===== src/rtl/lc3x_muldiv_unit.sv =====
`default_nettype none
// ============================================================================
// Module      : lc3x_muldiv_unit
// Description : Multi-cycle signed/unsigned multiply/divide unit for the
//               LC-3x EX stage (fixed-latency multiply, restoring divide).
// Revision    : 1.0 - initial release
// ============================================================================
module lc3x_muldiv_unit #(
    parameter int WIDTH       = 16,
    parameter int MUL_LATENCY = 3
) (
    input  logic             clk,
    input  logic             rst,
    input  logic             flush,
    input  logic             start,
    input  logic [1:0]       op,
    input  logic             is_signed,
    input  logic [WIDTH-1:0] a,
    input  logic [WIDTH-1:0] b,
    output logic             stall,
    output logic             done,
    output logic [WIDTH-1:0] result,
    output logic             div_by_zero
);

    localparam int c_cnt_max = (WIDTH > MUL_LATENCY) ? WIDTH : MUL_LATENCY;
    localparam int c_cnt_w   = $clog2(c_cnt_max + 1);
    localparam logic [c_cnt_w-1:0] c_mul_last = c_cnt_w'(MUL_LATENCY - 2);
    localparam logic [c_cnt_w-1:0] c_div_last = c_cnt_w'(WIDTH - 1);

    typedef enum logic [1:0] {
        IDLE = 2'd0,
        MUL  = 2'd1,
        DIV  = 2'd2,
        DONE = 2'd3
    } state_t;

    state_t r_state;
    state_t w_next_state;

    logic               w_accept;
    logic               w_dbz;
    logic               w_mul_fin;
    logic               w_div_fin;

    logic [c_cnt_w-1:0] r_count;
    logic               r_sel_hi;
    logic               r_signed;
    logic [WIDTH-1:0]   r_a;
    logic [WIDTH-1:0]   r_b;
    logic [WIDTH-1:0]   r_quo;
    logic [WIDTH-1:0]   r_rem;
    logic [WIDTH-1:0]   r_mag_b;
    logic               r_neg_q;
    logic               r_neg_r;

    logic               w_a_neg;
    logic               w_b_neg;
    logic [WIDTH-1:0]   w_mag_a_in;
    logic [WIDTH-1:0]   w_mag_b_in;

    logic [2*WIDTH-1:0] w_a_ext;
    logic [2*WIDTH-1:0] w_b_ext;
    logic [2*WIDTH-1:0] w_prod;

    logic [WIDTH:0]     w_shift;
    logic               w_fits;
    logic [WIDTH-1:0]   w_quo_nxt;
    logic [WIDTH-1:0]   w_rem_nxt;
    logic [WIDTH-1:0]   w_quo_fin;
    logic [WIDTH-1:0]   w_rem_fin;

    // ------------------------------------------------------------------
    // Control FSM
    // ------------------------------------------------------------------
    always_ff @(posedge clk) begin
        if (rst) begin
            r_state <= IDLE;
        end else begin
            r_state <= w_next_state;
        end
    end

    always_comb begin
        w_next_state = r_state;
        stall        = 1'b0;
        w_accept     = 1'b0;
        w_dbz        = 1'b0;
        w_mul_fin    = 1'b0;
        w_div_fin    = 1'b0;
        if (rst || flush) begin
            w_next_state = IDLE;
        end else begin
            case (r_state)
                IDLE: begin
                    if (start) begin
                        stall    = 1'b1;
                        w_accept = 1'b1;
                        if (!op[1]) begin
                            w_next_state = MUL;
                        end else if (b == '0) begin
                            w_dbz        = 1'b1;
                            w_next_state = DONE;
                        end else begin
                            w_next_state = DIV;
                        end
                    end
                end
                MUL: begin
                    stall = 1'b1;
                    if (r_count == c_mul_last) begin
                        w_mul_fin    = 1'b1;
                        w_next_state = DONE;
                    end
                end
                DIV: begin
                    stall = 1'b1;
                    if (r_count == c_div_last) begin
                        w_div_fin    = 1'b1;
                        w_next_state = DONE;
                    end
                end
                DONE: begin
                    w_next_state = IDLE;
                end
                default: begin
                    w_next_state = IDLE;
                end
            endcase
        end
    end

    assign done = (r_state == DONE);

    // ------------------------------------------------------------------
    // Operand conditioning at capture time
    // ------------------------------------------------------------------
    assign w_a_neg    = is_signed & a[WIDTH-1];
    assign w_b_neg    = is_signed & b[WIDTH-1];
    assign w_mag_a_in = w_a_neg ? (~a + 1'b1) : a;
    assign w_mag_b_in = w_b_neg ? (~b + 1'b1) : b;

    // Sign/zero extension to 2*WIDTH makes one modular multiply serve both modes
    assign w_a_ext = {{WIDTH{r_signed & r_a[WIDTH-1]}}, r_a};
    assign w_b_ext = {{WIDTH{r_signed & r_b[WIDTH-1]}}, r_b};
    assign w_prod  = w_a_ext * w_b_ext;

    // ------------------------------------------------------------------
    // One restoring-division step on the magnitudes
    // ------------------------------------------------------------------
    assign w_shift = {r_rem, r_quo[WIDTH-1]};
    assign w_fits  = (w_shift >= {1'b0, r_mag_b});

    always_comb begin
        w_quo_nxt = {r_quo[WIDTH-2:0], w_fits};
        w_rem_nxt = w_shift[WIDTH-1:0];
        if (w_fits) begin
            // Difference is below the divisor, so it fits in WIDTH bits
            w_rem_nxt = w_shift[WIDTH-1:0] - r_mag_b;
        end
    end

    assign w_quo_fin = r_neg_q ? (~w_quo_nxt + 1'b1) : w_quo_nxt;
    assign w_rem_fin = r_neg_r ? (~w_rem_nxt + 1'b1) : w_rem_nxt;

    // ------------------------------------------------------------------
    // Datapath registers
    // ------------------------------------------------------------------
    always_ff @(posedge clk) begin
        if (rst) begin
            r_count     <= '0;
            r_sel_hi    <= 1'b0;
            r_signed    <= 1'b0;
            r_a         <= '0;
            r_b         <= '0;
            r_quo       <= '0;
            r_rem       <= '0;
            r_mag_b     <= '0;
            r_neg_q     <= 1'b0;
            r_neg_r     <= 1'b0;
            result      <= '0;
            div_by_zero <= 1'b0;
        end else if (flush) begin
            r_count <= '0;
        end else if (w_accept) begin
            r_count  <= '0;
            r_sel_hi <= op[0];
            r_signed <= is_signed;
            r_a      <= a;
            r_b      <= b;
            r_quo    <= w_mag_a_in;
            r_rem    <= '0;
            r_mag_b  <= w_mag_b_in;
            r_neg_q  <= w_a_neg ^ w_b_neg;
            r_neg_r  <= w_a_neg;
            if (w_dbz) begin
                result      <= op[0] ? a : '1;
                div_by_zero <= 1'b1;
            end
        end else if (r_state == MUL || r_state == DIV) begin
            r_count <= r_count + 1'b1;
            if (r_state == DIV) begin
                r_quo <= w_quo_nxt;
                r_rem <= w_rem_nxt;
            end
            if (w_mul_fin) begin
                result      <= r_sel_hi ? w_prod[2*WIDTH-1:WIDTH] : w_prod[WIDTH-1:0];
                div_by_zero <= 1'b0;
            end
            if (w_div_fin) begin
                result      <= r_sel_hi ? w_rem_fin : w_quo_fin;
                div_by_zero <= 1'b0;
            end
        end
    end

endmodule
`default_nettype wire


===== config.mk =====
export PLATFORM = sky130hd
export DESIGN_NAME = lc3x_muldiv_unit
export DESIGN_NICKNAME = d
export VERILOG_FILES = /design/src/rtl/lc3x_muldiv_unit.sv
export SDC_FILE = /design/constraint.sdc
export NUM_CORES = 1
export LEC_CHECK = 0
export BUFFER_PORTS_ARGS = -buffer_cell sky130_fd_sc_hd__buf_2
export CAP_MARGIN = 20
export CORE_MARGIN = 4
export CORE_UTILIZATION = 50
export DETAILED_ROUTE_END_ITERATION = 12
export GPL_TIMING_DRIVEN = 1
export PLACE_DENSITY = 0.73
export REMOVE_ABC_BUFFERS = 1
export SLEW_MARGIN = 40
export SYNTH_ARGS = -nofsm -noshare
export SYNTH_HDL_FRONTEND = slang
export SYNTH_SLANG_ARGS = --single-unit

===== constraint.sdc =====
create_clock -name clk -period 6.39 [get_ports clk]
set_input_delay 0.3195 -clock clk [delete_from_list [all_inputs] [get_ports clk]]
set_output_delay 0.3195 -clock clk [all_outputs]
set_load 0.01 [all_outputs]

==> results of run 1 <==
cells in the final DEF (no fill, tap or decap), types with 44 or more instances in the layout:
master     n
xnor2_1   52
buf_4    141
o21ai_0   49
fa_1     276
inv_1    347
nand3_1   44
dfxtp_1   82
ha_1      99
and2_1   122
buf_2     57
nand2_1  296
nor2_1   112
a21oi_1   63
synth_stat cells (all sizes together), types with 8 or more instances:
master   number
buf          16
nor4         13
nand3        47
xor2         41
a21oi        69
o211ai       13
and2        128
o21a          9
and3         15
nand2       302
or3          19
o21ai        61
a21o         21
a311oi       19
a31oi        12
inv         360
fa          283
nand2b       10
clkbuf      102
ha          110
nor3         32
nand4         9
dfxtp       107
mux2i        16
a221oi        8
nor2        115
xnor2        54
a2111oi       8
or2           9
a211oi       44
cell type report:
type,count,area (µm²),share of cell area
Multi-Input combinational cell,1563,14300,0.7014
Sequential cell,107,2208,0.1084
Timing Repair Buffer,217,1627,0.07981
Inverter,361,1356,0.06655
Tap cell,455,569.3,0.02793
Clock buffer,10,229.0,0.01124
Clock inverter,6,95.09,0.004666
where the power goes:
group	switching (mW)	leakage [nW]	internal (mW)	total [mW]
clock network	0.302	0.158	0.350	0.652
registers	0.0430	0.884	0.689	0.732
logic	0.504	8.79	0.307	0.811
metrics by stage:
step           worst slack, ps  power, mW  cell area (µm²)
6_report                 133.8      2.195            20380
5_1_grt                 -59.16      2.299            20380
4_1_cts                 -29.41      2.166            19870
3_5_place_dp            -248.4      1.513            19450
3_3_place_gp            -193.5      1.499            19430
2_1_floorplan           -210.5      1.232            17380
flip-flops by register name, summed over array words and instances (netlist names):
signal,flops
div_by_zero,1
r_rem,16
r_sel_hi,1
r_signed,1
result,16
r_b,16
r_count,5
r_neg_q,1
r_state,2
r_a,16
r_quo,16
r_neg_r,1
r_mag_b,15
worst reg2reg max path, delay by kind of cell, from the launching register on:
kind	cells	cell delay [ps]
xor+xnor	1	130
fa+ha+maj	7	3300
buf+inv	8	740
compound gates	8	1410
simple gates	2	170
flops	1	380
layer usage:
| layer | vias up | part of all wire | GRT usage |
|---|---|---|---|
| met5 | - | 0.00035 | 0 |
| li1 | 7131 | - | - |
| met1 | 7787 | 0.41 | 0.3581 |
| met4 | 4 | 0.030 | 0.07576 |
| met2 | 679 | 0.48 | 0.4463 |
| met3 | 112 | 0.078 | 0.04752 |
final timing paths:
check / end / cells past startpoint / slack (ps) / from
worst max register to register: result[10]$_SDFFE_PP0P_ / 26 / 130 / r_b[3]$_SDFFE_PP0P_
worst min-delay path: r_state[0]$_SDFFE_PP0P_ / 2 / 220 / flush
worst max-delay path: result[10]$_SDFFE_PP0P_ / 26 / 130 / r_b[3]$_SDFFE_PP0P_
worst min register to register: result[3]$_SDFFE_PP0P_ / 2 / 450 / result[3]$_SDFFE_PP0P_
repair_timing:
action | in CTS | in global routing
buffers inserted | 1 | 13
pin swaps | 7 | 65
hold buffers | 0 | 0
setup endpoints to repair | 10 | 15
gates resized for setup | 38 | 122
kinds of logic after synthesis:
| logic type | count (synthesis) | synth area share |
|---|---|---|
| adder cells (fa/ha/maj) | 393 | 0.3945 |
| AND/OR/NAND/NOR | 728 | 0.1951 |
| multiplexers | 20 | 0.01297 |
| buffers and inverters | 479 | 0.1024 |
| flip-flops | 107 | 0.1200 |
| AO/OA/AOI/OAI | 327 | 0.1285 |
| XOR/XNOR | 95 | 0.04661 |
==> flow_summary.yaml, run 1 <==
grt:
  grt_pass1_vias: 16070
  grt_max_degree: 89
  grt-ovfl-total: 0
  grt_pass1_wl_um: 83830
  grt_usage: 0.2667
  antenna_found_initial: 2
worst_setup_path:
  cp.arrival_ps: 6510
  crit_top_cell: "fa_1"
  worst_ep_required_time_ps: 6650
  path_buf_inv: 8
  worst_path_max_delay_cell: "fa_1"
  cp_slowest_stage_delay_ps: 600
  critPathKind: "register to register"
  start_kind: "register"
  cp_max_fo: 5
  end_kind: "register"
  path_delay_family: "adder cells"
floorplanning:
  fp.dieW_um: 197.0
  pin_count: 58
  row_count: 68
  core_um2: 34880
  die-area_um2: 38790
  die_h_um: 197.0
  initial_core_util: 0.5117
sta:
  relSlewSlack: 0.4230
  fin_tns_setup_ps: 0
  fin_hold_ws_ps: 215.6
  fin_crit_sh: 0.9791
  slew_viol_final: 0
  hold_violations: 0
  rsz0062_at_grt: "true"
  period_minus_slack_ps: 6256
  tightest_slew_ps: 863.1
  fmax_mhz: 159.8
  setup_viol: 0
  fin_skew_ps: 13.68
route:
  ant_nets: 0
  route.detailed.drc: 0
  drt_iter0_drc: 1196
  via_count: 15710
  wirelength_um: 52070
  firstDrtPassIters: 6
  viasPerCell: 5.779
  wl_per_cell_um: 19.15
synth:
  synth_largest_area_cell: "fa_1"
  synth-edff-count: 0
  ys_warn_count: 0
  synthTopCellsByArea: "fa_1 32%, dfxtp_1 12%, ha_1 7.7%, inv_1 7.5%, nand2_1 6.4%"
  yosysUniqueCellTypes: 82
  synth_top_cell_area_share: 0.3174
  syn_area_um2: 17850
  async_reset_ff_frac: 0
  synth_area_per_cell_um2: 8.307
  synth-seq-cells: 107
  syn_inst: 2149
  ys_seq_area_frac: 0.1200
  synth_top_flop_cell: "dfxtp_1"
cts:
  h-tree-depth: 3
  clk_pin_slew_worst_paths_ps: 80
  insertion_delay_ps: 380
  clk_path_buf_depth: 2
  cts_sinks: 107
  numCtsBuffers: 9
  cts_tree: "yes"
  cts_root_buffer: "clkbuf_16"
finish:
  diodes: 0
  final_cells: 2719
  nets: 2691
  layout-drive-gt1-share: 0.1661
  nFillCells: 3130
  area_growth_pct: 14.17
  fin_util: 0.5842
placed_design:
  port_buffers: 57
  gp_congestion: 0.9350
  dp_cells: 2690
  place_hpwl_um: 41250
power:
  p_leak_nw: 9.828
  peakVddDrop_v: 0.0001540
  p_per_area_nw_per_um2: 107.7
flow_run:
  cap_violations: 0
hold_path:
  hp-class: "input port to register"
run_status:
  outcome: "complete, no violations"
No activity file was read; power rests on OpenSTA's default activity.
==> inputs of run 2 (changes only) <==
--- a/config.mk
+++ b/config.mk
@@ -5,13 +5,13 @@
 export SDC_FILE = /design/constraint.sdc
 export NUM_CORES = 1
 export LEC_CHECK = 0
-export BUFFER_PORTS_ARGS = -buffer_cell sky130_fd_sc_hd__buf_2
 export CAP_MARGIN = 20
 export CORE_MARGIN = 4
 export CORE_UTILIZATION = 50
 export DETAILED_ROUTE_END_ITERATION = 12
+export DONT_BUFFER_PORTS = 1
 export GPL_TIMING_DRIVEN = 1
-export PLACE_DENSITY = 0.73
+export PLACE_DENSITY = 0.72
 export REMOVE_ABC_BUFFERS = 1
 export SLEW_MARGIN = 40
 export SYNTH_ARGS = -nofsm -noshare
==> run 2 against run 1 <==
Critical path depth decreased by 1; clock skew decreased by 3.4 ps; non-clock buffer count decreased by 59; core utilization decreased by 1.0 points; hold slack got worse by 200 ps; critical path type unchanged; wire length decreased by 2.1%; register-to-register slack got worse by 30 ps; largest cell class unchanged; global-route usage decreased by 0.20 points.
==> flow_summary.yaml, run 2 (synthesis results as in run 1) <==
route:
  drt_iter0_drc: 1230
  wirelength_um: 50970
  route.detailed.drc: 0
  firstDrtPassIters: 6
  wl_per_cell_um: 19.16
  ant_nets: 0
  viasPerCell: 5.788
  via_count: 15400
cts:
  insertion_delay_ps: 360
  cts_tree: "yes"
  clk_path_buf_depth: 2
  cts_root_buffer: "clkbuf_16"
  numCtsBuffers: 9
  clk_pin_slew_worst_paths_ps: 80
  h-tree-depth: 3
  cts_sinks: 107
floorplanning:
  fp.dieW_um: 197.0
  row_count: 68
  die_h_um: 197.0
  core_um2: 34880
  pin_count: 58
  initial_core_util: 0.5117
  die-area_um2: 38790
grt:
  grt_usage: 0.2647
  met1_usage: 0.3547
  use_met2: 0.4374
  grt.busiest_layer: "met2"
  grt-ovfl-total: 0
  grt_pass1_vias: 15860
  grt_pass1_wl_um: 83380
  grt_max_degree: 89
  use_met3: 0.05573
  antenna_found_initial: 2
worst_setup_path:
  critPathKind: "register to register"
  r2r_slack_ps: 100
  cp_max_fo: 7
  end_kind: "register"
  cp.arrival_ps: 6510
  worst_ep_required_time_ps: 6620
  r2r_cells: 25
  r2r-end: "result[1]$_SDFFE_PP0P_"
  start_kind: "register"
  r2r-start: "r_b[7]$_SDFFE_PP0P_"
  endpoint: "result[1]$_SDFFE_PP0P_"
  crit_start: "r_b[7]$_SDFFE_PP0P_"
finish:
  diodes: 0
  final_common_cell: "inv_1"
  area_growth_pct: 12.20
  nets: 2632
  layout_common_cells: "341 x inv_1, 296 x nand2_1, 277 x fa_1"
  layout-drive-gt1-share: 0.1429
power:
  switchingPower_mw: 0.8024
  peakVddDrop_v: 0.0001222
  switching_share: 0.3805
  power_frac_comb: 0.367
  seqPwrFrac: 0.345
  internal-power_mw: 1.306
  clkPwrFrac: 0.289
  p_per_area_nw_per_um2: 105.3
  power_mw: 2.109
  p_leak_nw: 9.495
sta:
  period_minus_slack_ps: 6285
  fin_tns_setup_ps: 0
  slew_viol_final: 0
  relSlewSlack: 0.4509
  fmax_mhz: 159.1
  hold_violations: 0
  setup_viol: 0
  fin_crit_sh: 0.9836
  rsz0062_at_grt: "true"
  fin_skew_ps: 10.24
  tightest_slew_ps: 821.4
  fin_hold_ws_ps: 19.00
run_status:
  outcome: "complete, no violations"
hold_path:
  hp-class: "input port to register"
placed_design:
  port_buffers: 0
  gp_congestion: 0.9416
  place_hpwl_um: 40520
flow_run:
  cap_violations: 0
run 2: what timing repair did:
action,CTS,global route
resized for setup,40,108
buffers inserted,4,9
pin swaps,17,75
setup endpoints to repair,12,13
hold endpoints to repair,0,2
hold buffers,0,1
run 2: power groups by stage:
stage                     Combinational [mW]  Clock, mW  Sequential [mW]
after floorplan                        0.484          0            0.748
after global placement                 0.718          0            0.740
after detailed placement               0.731          0            0.741
after CTS                              0.741      0.617            0.725
after global routing                   0.845      0.639            0.730
final                                  0.773      0.609            0.727
run 2: metrics by stage:
step	instances	area (µm²)	setup slack, ps	utilization
after floorplan	2031	17380	-210.5	-
after global placement	2631	19130	-312.9	0.5484
after detailed placement	2632	19140	-437.5	0.5488
after CTS	2652	19590	-53.16	0.5616
after global routing	2660	20030	-101.7	0.5741
final	2660	20030	104.5	0.5741
run 2: layout make-up:
class / instances / area [µm²]
clock buffer: 12 / 246.5
clock inverter: 4 / 57.56
fill: 3112 / 14860
inverter: 361 / 1359
multi-input combinational: 1563 / 14290
sequential: 107 / 2212
tap: 455 / 569.3
timing repair buffer: 158 / 1296
run 2: worst min path at each step:
stage	start	end	slack (ps)	cells past startpoint
2_1_floorplan	rst	result[13]$_SDFFE_PP0P_	390	1
3_3_place_gp	flush	r_state[0]$_SDFFE_PP0P_	400	1
3_5_place_dp	rst	div_by_zero$_SDFFE_PP0P_	390	1
4_1_cts	rst	div_by_zero$_SDFFE_PP0P_	10	1
5_1_grt	rst	r_mag_b[5]$_SDFFE_PP0P_	3	1
6_report	rst	r_mag_b[4]$_SDFFE_PP0P_	20	1
run 2: worst max-delay path: stages (launching register included):
cell	delay [ps]
dfxtp_4	370
buf_6	140
and2_1	140
fa_1	510
inv_2	50
fa_1	510
inv_2	40
fa_1	490
inv_2	40
fa_1	490
inv_2	50
fa_1	490
inv_1	50
fa_1	540
inv_2	60
ha_4	210
buf_4	140
a21o_1	180
a21oi_2	160
o21bai_2	90
a2111oi_2	420
nor3_2	100
xor2_1	180
mux4_2	490
a21oi_2	140
a21oi_1	70
run 2: per-layer routing:
layer / part of all wire / wire length, µm / vias up
li1: - / - / 7005
met1: 0.41 / 21030 / 7618
met2: 0.48 / 24310 / 660
met3: 0.080 / 4069 / 109
met4: 0.030 / 1537 / 4
met5: 0.00053 / 27 / -
==> inputs of run 3 (changes only) <==
--- a/config.mk
+++ b/config.mk
@@ -11,7 +11,7 @@
 export DETAILED_ROUTE_END_ITERATION = 12
 export DONT_BUFFER_PORTS = 1
 export GPL_TIMING_DRIVEN = 1
-export PLACE_DENSITY = 0.72
+export PLACE_DENSITY = 0.68
 export REMOVE_ABC_BUFFERS = 1
 export SLEW_MARGIN = 40
 export SYNTH_ARGS = -nofsm -noshare
==> run 3 against run 2 <==
Global-route usage grew 0.29 points; sequential share of layout area shrank 0.058 points; via count shrank 0.98%; largest cell class unchanged; clock power shrank 1%; hold slack lost 10 ps; sequential power is essentially flat; total power shrank 0.24%; final cell count grew 0.11%; wire length grew 1.9%.
==> flow_summary.yaml, run 3 (synthesis results as in run 1) <==
run_status:
  outcome: "complete, no violations"
worst_setup_path:
  path_delay_family: "adder cells"
  cp.arrival_ps: 6650
  crit_top_cell: "fa_1"
  worst_ep_required_time_ps: 6680
  worst-path-stages: 26
  r2r_cells: 26
  end_kind: "register"
  cp_max_fo: 5
  cp_slowest_stage_delay_ps: 570
  start_kind: "register"
  worst_path_max_delay_cell: "fa_1"
  path_buf_inv: 9
  critPathKind: "register to register"
cts:
  h-tree-depth: 3
  numCtsBuffers: 9
  clk_pin_slew_worst_paths_ps: 80
  clk_path_buf_depth: 2
  holdBufCountCts: 0
  cts_tree: "yes"
  cts_sinks: 107
  insertion_delay_ps: 370
  cts_root_buffer: "clkbuf_16"
floorplanning:
  pin_count: 58
  row_count: 68
  die_h_um: 197.0
  die-area_um2: 38790
  core_um2: 34880
  initial_core_util: 0.5117
  fp.dieW_um: 197.0
sta:
  fin_hold_ws_ps: 8.614
  tightest_slew_ps: 833.7
  setup_viol: 0
  rsz0062_at_grt: "true"
  relSlewSlack: 0.4427
  fin_skew_ps: 9.688
  fmax_mhz: 157.1
  slew_viol_final: 0
  hold_violations: 0
  setup_slack_ps: 25.44
  period_minus_slack_ps: 6365
  fin_crit_sh: 0.9960
grt:
  antenna_found_initial: 1
  grt_pass1_vias: 15720
  grt-ovfl-total: 0
  grt_pass1_wl_um: 83840
  grt_max_degree: 66
  grt_usage: 0.2675
finish:
  nFillCells: 3130
  area_growth_pct: 12.34
  layout-drive-gt1-share: 0.1436
  diodes: 0
  layout_common_cells: "347 x inv_1, 296 x nand2_1, 274 x fa_1"
  final_common_cell: "inv_1"
  nets: 2635
placed_design:
  place_ws_ps: -379.8
  gp_congestion: 0.9401
  port_buffers: 0
  place_hpwl_um: 41490
power:
  peakVddDrop_v: 0.0001400
  p_per_area_nw_per_um2: 104.9
  power_mw: 2.104
  p_leak_nw: 9.540
route:
  firstDrtPassIters: 5
  viasPerCell: 5.725
  via_count: 15250
  wirelength_um: 51960
  route.detailed.drc: 0
  wl_per_cell_um: 19.51
  ant_nets: 0
  drt_iter0_drc: 1199
flow_run:
  cap_violations: 0
hold_path:
  hold_depth: 1
  hp-class: "input port to register"
==> run 3: area by class of cell <==
class	instances	area (µm²)	share of cell area
clock inverter	7	68.82	0.003432
inverter	361	1361	0.06788
sequential	107	2203	0.1099
timing repair buffer	161	1339	0.06676
clock buffer	9	225.2	0.01123
multi-input combinational	1563	14290	0.7124
tap	455	569.3	0.02839
==> run 3: worst paths after layout <==
path,slack (ps),to,startpoint
worst max-delay path,30,result[13]$_SDFFE_PP0P_,r_b[7]$_SDFFE_PP0P_
worst min-delay path,9,r_mag_b[5]$_SDFFE_PP0P_,rst
worst max register to register,30,result[13]$_SDFFE_PP0P_,r_b[7]$_SDFFE_PP0P_
worst min register to register,470,r_mag_b[15]$_SDFFE_PP0P_,r_mag_b[15]$_SDFFE_PP0P_
==> run 3: worst reg2reg max path, stage by stage, from the launching register on <==
cell and delay [ps]:
dfxtp_4 370, buf_8 130, and2_4 130, fa_1 510
inv_2 40, fa_1 480, inv_1 50, fa_1 490
inv_2 40, fa_1 500, inv_2 40, fa_1 540
inv_2 50, fa_1 570, inv_2 50, ha_4 210
buf_4 150, a21o_1 200, buf_4 140, a31oi_4 190
nand4_1 210, a41o_1 310, and3_4 190, nor2_2 110
xnor2_1 130, a31oi_1 110, a221oi_2 310
==> run 3: report_power, final <==
part	switching, mW	leakage (nW)	internal [mW]
sequential	0.0381	0.883	0.690
combinational	0.479	8.51	0.296
clock	0.323	0.145	0.278
==> run 3: through the flow <==
stage / instance area (µm²) / cells / utilization / setup TNS (ps)
after detailed placement: 19130 / 2633 / 0.5485 / -1899
after CTS: 19580 / 2654 / 0.5612 / -35.04
final: 20050 / 2663 / 0.5749 / 0
after global routing: 20050 / 2663 / 0.5749 / -619.0
after floorplan: 17380 / 2031 / - / -672.1
after global placement: 19120 / 2632 / 0.5482 / -1217
==> run 3: per-layer routing <==
| metal | global-route usage | up-vias | wire length, µm |
|---|---|---|---|
| met5 | 0 | - | 20 |
| met2 | 0.4422 | 548 | 24700 |
| li1 | - | 7020 | - |
| met4 | 0.07165 | 2 | 1388 |
| met1 | 0.3680 | 7578 | 22440 |
| met3 | 0.04427 | 97 | 3404 |
==> run 3: timing repair <==
action | CTS | global route
hold endpoints to repair | 0 | 0
gates resized for setup | 35 | 115
buffers inserted | 5 | 9
pin swaps | 10 | 68
setup endpoints to repair | 13 | 15
